**config.mk**
```make
export PLATFORM = sky130hd
export DESIGN_NAME = return_stack
export DESIGN_NICKNAME = d
export VERILOG_FILES = /design/src/rtl/return_stack.sv
export SDC_FILE = /design/constraint.sdc
export NUM_CORES = 1
export LEC_CHECK = 0
export CAP_MARGIN = 5
export CORE_AREA = 2 2 123 125
export CTS_CLUSTER_DIAMETER = 120
export DETAILED_ROUTE_END_ITERATION = 6
export DIE_AREA = 0 0 125 127
export GPL_TIMING_DRIVEN = 0
export PLACE_DENSITY_LB_ADDON = 0.08
export SLEW_MARGIN = 20
export SYNTH_ARGS = -nofsm -noshare
export SYNTH_HDL_FRONTEND = slang
export SYNTH_SLANG_ARGS = --single-unit
```
**constraint.sdc**
```tcl
create_clock -name clk_i -period 3.25 [get_ports clk_i]
set_input_delay 0.975 -clock clk_i [delete_from_list [all_inputs] [get_ports clk_i]]
set_output_delay 0.975 -clock clk_i [all_outputs]
set_load 0.005 [all_outputs]
```
**src/rtl/return_stack.sv**
```systemverilog
// Hardware return-address stack feeding the next-PC stack path.
// Entries are {carry, zero, addr}. Outputs are combinational from the top entry.

module rs_entry #(
  parameter int W = 14
) (
  input  logic         clk_i,
  input  logic         we,
  input  logic [W-1:0] d,
  output logic [W-1:0] q
);
  // No reset: an entry is only visible once sp covers it.
  always_ff @(posedge clk_i) begin
    if (we) q <= d;
  end
endmodule

module return_stack #(
  parameter int DEPTH = 8,
  parameter int AW    = 12
) (
  input  logic          clk_i,
  input  logic          rst_i,
  input  logic [AW-1:0] pc_i,
  input  logic          call_i,
  input  logic          int_i,
  input  logic          pop_i,
  input  logic          zero_i,
  input  logic          carry_i,
  input  logic          clr_err_i,
  output logic [AW-1:0] stk_o,
  output logic          zero_o,
  output logic          carry_o,
  output logic          empty_o,
  output logic          full_o,
  output logic          ovf_o,
  output logic          unf_o
);
  localparam int SPW = $clog2(DEPTH + 1);
  localparam int IW  = (DEPTH > 1) ? $clog2(DEPTH) : 1;
  localparam int EW  = AW + 2;

  typedef struct packed {
    logic          carry;
    logic          zero;
    logic [AW-1:0] addr;
  } entry_t;

  logic [SPW-1:0]         sp;
  logic [DEPTH-1:0][EW-1:0] ent_q;
  logic [DEPTH-1:0]       ent_we;
  entry_t                 wr_ent, top;
  logic [IW-1:0]          wr_idx, rd_idx;
  logic                   push, empty, full;
  logic                   do_replace, do_push, do_pop, ovf_set, unf_set;

  assign push  = call_i | int_i;
  assign empty = (sp == '0);
  assign full  = (sp == SPW'(DEPTH));

  // Interrupt entry wins over a coincident call and saves pc_i unmodified.
  assign wr_ent.carry = carry_i;
  assign wr_ent.zero  = zero_i;
  assign wr_ent.addr  = int_i ? pc_i : pc_i + AW'(1);

  // Push+pop on a non-empty stack is a tail call: overwrite the top, even when full.
  assign do_replace = push & pop_i & ~empty;
  assign do_push    = push & ~do_replace & ~full;
  assign do_pop     = pop_i & ~push & ~empty;
  assign ovf_set    = push & ~pop_i & full;
  assign unf_set    = pop_i & empty;

  assign rd_idx = IW'(sp - SPW'(1));
  assign wr_idx = do_replace ? rd_idx : IW'(sp);

  always_comb begin
    ent_we = '0;
    if (do_replace | do_push) ent_we[wr_idx] = 1'b1;
  end

  genvar g;
  generate
    for (g = 0; g < DEPTH; g++) begin : g_ent
      rs_entry #(.W(EW)) u_ent (
        .clk_i (clk_i),
        .we    (ent_we[g]),
        .d     (wr_ent),
        .q     (ent_q[g])
      );
    end
  endgenerate

  always_ff @(posedge clk_i) begin
    if (rst_i) begin
      sp    <= '0;
      ovf_o <= 1'b0;
      unf_o <= 1'b0;
    end else begin
      if (do_push)     sp <= sp + SPW'(1);
      else if (do_pop) sp <= sp - SPW'(1);
      // A new error event takes precedence over a clear in the same cycle.
      ovf_o <= ovf_set | (ovf_o & ~clr_err_i);
      unf_o <= unf_set | (unf_o & ~clr_err_i);
    end
  end

  // Empty forces zeros so never-written entries cannot leak X.
  assign top     = empty ? entry_t'('0) : entry_t'(ent_q[rd_idx]);
  assign stk_o   = top.addr;
  assign zero_o  = top.zero;
  assign carry_o = top.carry;
  assign empty_o = empty;
  assign full_o  = full;
endmodule

```
Word-level counts from Yosys, hierarchy flattened
Index checks and enable logic that the tools add are counted.
{"block": "word_totals", "ff_bits": 118, "out_inout_bits": 18, "inputBits": 20, "word_cells": 52}
{"block": "classes", "mux": 10, "eq_ne": 1, "reduce_logical": 3, "order_cmp": 3, "addsub": 3, "bitwise": 21}
{"operator": "14-bit binary-select mux with 3-bit select", "count": 1}
{"operator": "14-bit 2-to-1 mux", "count": 2}
{"operator": "12-bit by 1-bit adder with 12-bit output (second input constant)", "count": 1}
{"operator": "12-bit 2-to-1 mux", "count": 1}
{"operator": "1-bit bitwise AND", "count": 11}
{"operator": "3-bit by 4-bit less-than comparator with 1-bit output (second input constant)", "count": 2}
{"operator": "4-bit 2-to-1 mux", "count": 2}
{"operator": "8-bit 2-to-1 mux", "count": 1}
{"operator": "1-bit NOT", "count": 6}
{"operator": "4-bit by 1-bit adder with 4-bit output (second input constant)", "count": 1}
{"operator": "4-bit == test (second input constant)", "count": 1}
{"operator": "4-bit zero test", "count": 1}
{"operator": "1-bit OR", "count": 4}
{"operator": "4-bit by 1-bit subtractor with 4-bit output (second input constant)", "count": 1}
{"operator": "1-bit demux with 3-bit select", "count": 1}
{"operator": "3-bit by 1-bit greater-or-equal comparator with 1-bit output (second input constant)", "count": 1}
{"operator": "3-bit 2-to-1 mux", "count": 1}
{"operator": "2-bit nonzero test", "count": 1}
{"operator": "1-bit logical AND", "count": 1}
{"operator": "1-bit 2-to-1 mux", "count": 1}

Logic depth before layout (Yosys ltp)
{"block": "logic_depth", "ltp_word": 9, "mapped_depth": 9, "ltp_nobuf": 7}

By module
A second synthesis with hierarchy kept.
{"block": "unflattened", "cells_unflattened": 291, "area_unflattened_um2": 4963.5}
{"mod": "rs_entry", "instances": 8, "area_each_um2": 420.4, "cells_per_inst": 14}
{"mod": "return_stack", "instances": 1, "area_each_um2": 1600.3, "cells_per_inst": 179}

Worst setup path before layout
No wires, ideal clock.
{"block": "synth_timing", "path_type": "flip-flop to output port", "startpoint": "register sp[0]", "endpoint": "output stk_o[10]", "required_time_ns": 2.275, "t_arrival_ns": 2.136, "stages_incl_launch_ff": 10, "path_buffers": 4, "slack_ns": 0.139, "path_cell_list": "dfxtp_1 buf_2 buf_2 inv_1 ha_1 buf_2 clkbuf_1 mux4_2 nand2_1 a21oi_1"}
{"block": "synth_via", "elab_chain_len": 4, "word_cells_on_any_way": 5, "cone_classes": "add/sub: 1; mux: 3; reduce/logical: 1"}
{"element": "start, declared", "line": "49", "source": "logic [SPW-1:0] sp;"}
{"element": "start signal, assigned", "line": "99", "source": "if (do_push) sp <= sp + SPW'(1);"}
{"element": "start signal, assigned", "line": "100", "source": "else if (do_pop) sp <= sp - SPW'(1);"}
{"element": "4-bit by 1-bit subtractor with 4-bit output"}
{"element": "14-bit binary-select mux with 3-bit select", "line": "108", "source": "assign top = empty ? entry_t'('0) : entry_t'(ent_q[rd_idx]);"}
{"element": "14-bit 2-to-1 mux (not written as such)", "line": "108"}
{"element": "14-bit 2-to-1 mux (*)", "line": "108"}
{"element": "end, declared", "line": "31", "source": "output logic [AW-1:0] stk_o,"}
Every way passes the cells marked *; elsewhere a longest branch is shown, timed or not. The select of a mux whose other input is x is not followed.

Final worst setup path
{"block": "layout_timing", "startpoint": "register sp[1]", "endpoint": "output stk_o[6]"}
The elaborated chain is that of the path after synthesis.

==> results by group <==
Run status
  • Status: finished clean

Min path
  • Hold Crit Class: flop to flop
  • Worst Hold Depth: 2

Worst setup path
  • CP required: 2.27 ns
  • Arrival time worst endpoint: 2.19 ns
  • Max FO, Critical Path: 7
  • Worst Setup End Kind: output port
  • CP Class: flop to output port
  • Reg2reg path depth: 10
  • CP startpoint kind: flop

Logic synthesis
  • Synth top area share: 0.675
  • Commonest cells post-synth: edfxtp_1, nand2_1, mux4_2
  • Synth Cell Area: between 4000 and 5000 µm²
  • Top FF cell, synth: edfxtp_1
  • Count leader, synth: edfxtp_1
  • Async set or reset register ratio after synthesis: 0
  • Yosys reg bits: 118
  • Area leader, netlist: edfxtp_1
  • Ranking of synthesized cells by area: edfxtp_1, mux4_2, nand2_1, dfxtp_1, xnor2_1
  • Warnings from Yosys: 0
  • Syn Area/Cell: ~17 µm²
  • Syn Nets: 319
  • Number of synthesized flops with an enable pin: 112
  • Register area share after synthesis: 0.699
  • Mapped Cells: 296
  • Library cells used by synthesis: 38

Clock tree
  • CTS root buf: clkbuf_16
  • TritonCTS Buffers: 17
  • H-tree depth: 4
  • Latest clock arrival within the worst-skew pair: 0.41 ns
  • Clock Sinks: 118
  • Clock transition at the registers of the reported paths: 0.05 ns
  • Hold_buf cts: 0
  • Maximum clock path buffer count: 2
  • CTS tree: built

Timing
  • Final period util: 0.975
  • Slew HR: 0.569
  • Slew @ Worst Pin: 0.642 ns
  • TNS Setup: 0 ns
  • Max Transition Viols Final: 0
  • Final Critical Period: ~3.2 ns
  • Hold Worst Slack: ~0.57 ns
  • Unrepaired setup endpoints after global routing: false
  • Max Freq: 316 MHz
  • Final Setup Violations: 0
  • Final hold violations: 0
  • Clock skew: about 0.0063 ns
  • Final setup margin: approximately 0.082 ns

Global route
  • Total Routing Usage GR: 0.165
  • Total grt overflow: 0
  • Pin count of the biggest net entering global routing: 17
  • Initial antenna violation count: 0
  • Vias in the first global route: 3,004
  • Met1 usage: 0.228
  • GRT Max-Usage Layer: met2
  • Met3 Use GR: 0.0469
  • M2 GR Usage: 0.253
  • First-pass GRT wire length: between 15,000 and 20,000 µm

Finish
  • Finished Layout Cells: approximately 580
  • Post-layout nets: 411
  • Diode count: 0
  • Layout cells sized above 1: 0.364
  • P&R area growth vs syn: 36.3%

Detailed routing
  • Wirelength per Cell: 21.0 µm
  • Drt total wl: 12,200 µm
  • DR DRC count: 0
  • Vias: slightly below 3k
  • Routed vias/inst: 4.98
  • DRT Pass-1 Iters: 4
  • 1st-iter DRT viols: 250
  • Post-route ant nets: 0

Placed design
  • Routability cong.: 0.759
  • Post-DP HPWL: around 7700 µm
  • Placed Cells incl. Taps: 523
  • PortBufs: 35
  • Place WS: -1.30 ns

Die
  • Die area: 15,900 µm²
  • FP Rows: 44
  • Die width: 125 µm
  • Initial Utilization: 0.345
  • Core region area: 14,400 µm²
  • Chip height: 127 µm
  • # IOs: 38

Flow run
  • Max-Cap Viols: 0

Power
  • PwrDens: about 1100 nW/µm²
  • Lkg Pwr: about 2.3 nW
  • Maximum VDD drop: approximately 0.5 mV
## placed cells by master (no fill, tap or decap), drive strengths merged, types with 3 or more instances in the layout
master and n:
nand3 4, clkinv 6, ha 3, mux2 3, mux4 28, dfxtp 6
clkbuf 26, clkinvlp 4, nor2b 4, nor3 7, buf 50, a21oi 22
clkdlybuf4s50 21, edfxtp 112, xor2 3, inv 3, clkdlybuf4s15 6, nor2 17
xnor2 13, dlygate4sd2 3, nand2 33
## timing repair
| item | in CTS | in global routing |
|---|---|---|
| setup buffers | 30 | 1 |
| gates resized for setup | 104 | 6 |
| gates cloned | 2 | 0 |
| endpoints found under the setup margin | 102 | 13 |
| pin swaps | 16 | 3 |
## per-stage QoR
step / utilization / power, mW / area [µm²]
2_1_floorplan: - / 3.59 / 4980
3_3_place_gp: 0.386 / 4.66 / 5560
3_5_place_dp: 0.394 / 4.77 / 5690
4_1_cts: 0.471 / 7.68 / 6790
5_1_grt: 0.471 / 8.00 / 6790
6_report: 0.471 / 7.61 / 6790
## power breakdown
group	leakage (nW)	switching, mW	total (mW)	internal, mW
logic	0.993	1.73	3.74	2.01
registers	1.07	0.0935	2.16	2.06
clock network	0.252	0.618	1.71	1.10
## path summary, 6_finish.rpt
| path | startpoint | end | slack, ns |
|---|---|---|---|
| hold / removal | sp[1] | sp[1] | 0.57 |
| hold reg to reg | sp[1] | sp[1] | 0.57 |
| setup / recovery | sp[1] | stk_o[6] | 0.08 |
| setup reg to reg | sp[1] | g_ent[0].u_ent.q[8] | 0.43 |
## worst max-delay path, stage by stage (launching register included)
cell	delay [ns]
dfxtp_4	0.38
inv_2	0.06
ha_4	0.37
clkbuf_16	0.17
buf_6	0.10
mux4_2	0.27
nand2_1	0.09
a21oi_2	0.08
dlygate4sd2_1	0.26
## layout make-up
| cell class | count | area, µm² |
|---|---|---|
| Fill cell | 1279 | 7630 |
| Sequential cell | 118 | 3490 |
| Multi-Input combinational cell | 159 | 1520 |
| Timing Repair Buffer | 76 | 781 |
| Clock buffer | 17 | 425 |
| Tap cell | 184 | 230 |
| Buffer | 13 | 208 |
| Clock inverter | 12 | 115 |
| Inverter | 3 | 16.3 |
## sequential cells by signal (all words and copies together), names as in the netlist
name	cells
ovf_o	1
unf_o	1
sp	4
g_ent.u_ent.q	112
## metal layers
metal / wire, µm / part of all wire
met3: 505 / 0.041
met1: 5780 / 0.47
met4: 129 / 0.011
met5: 0 / 0
met2: 5820 / 0.48
## kinds of logic (layout without fill, tap and decap cells)
kind of cell,Yosys count,in the layout,synth area share
AOI/OAI and AO/OA,31,31,0.0347
xor gates and xnor gates,16,16,0.0281
adders and majority gates,3,3,0.00753
buffers and inverters,19,121,0.0196
DFF,118,118,0.699
muxes,32,32,0.136
and+or+nand+nor,77,77,0.0748
Power figures use the tool's default switching activity.
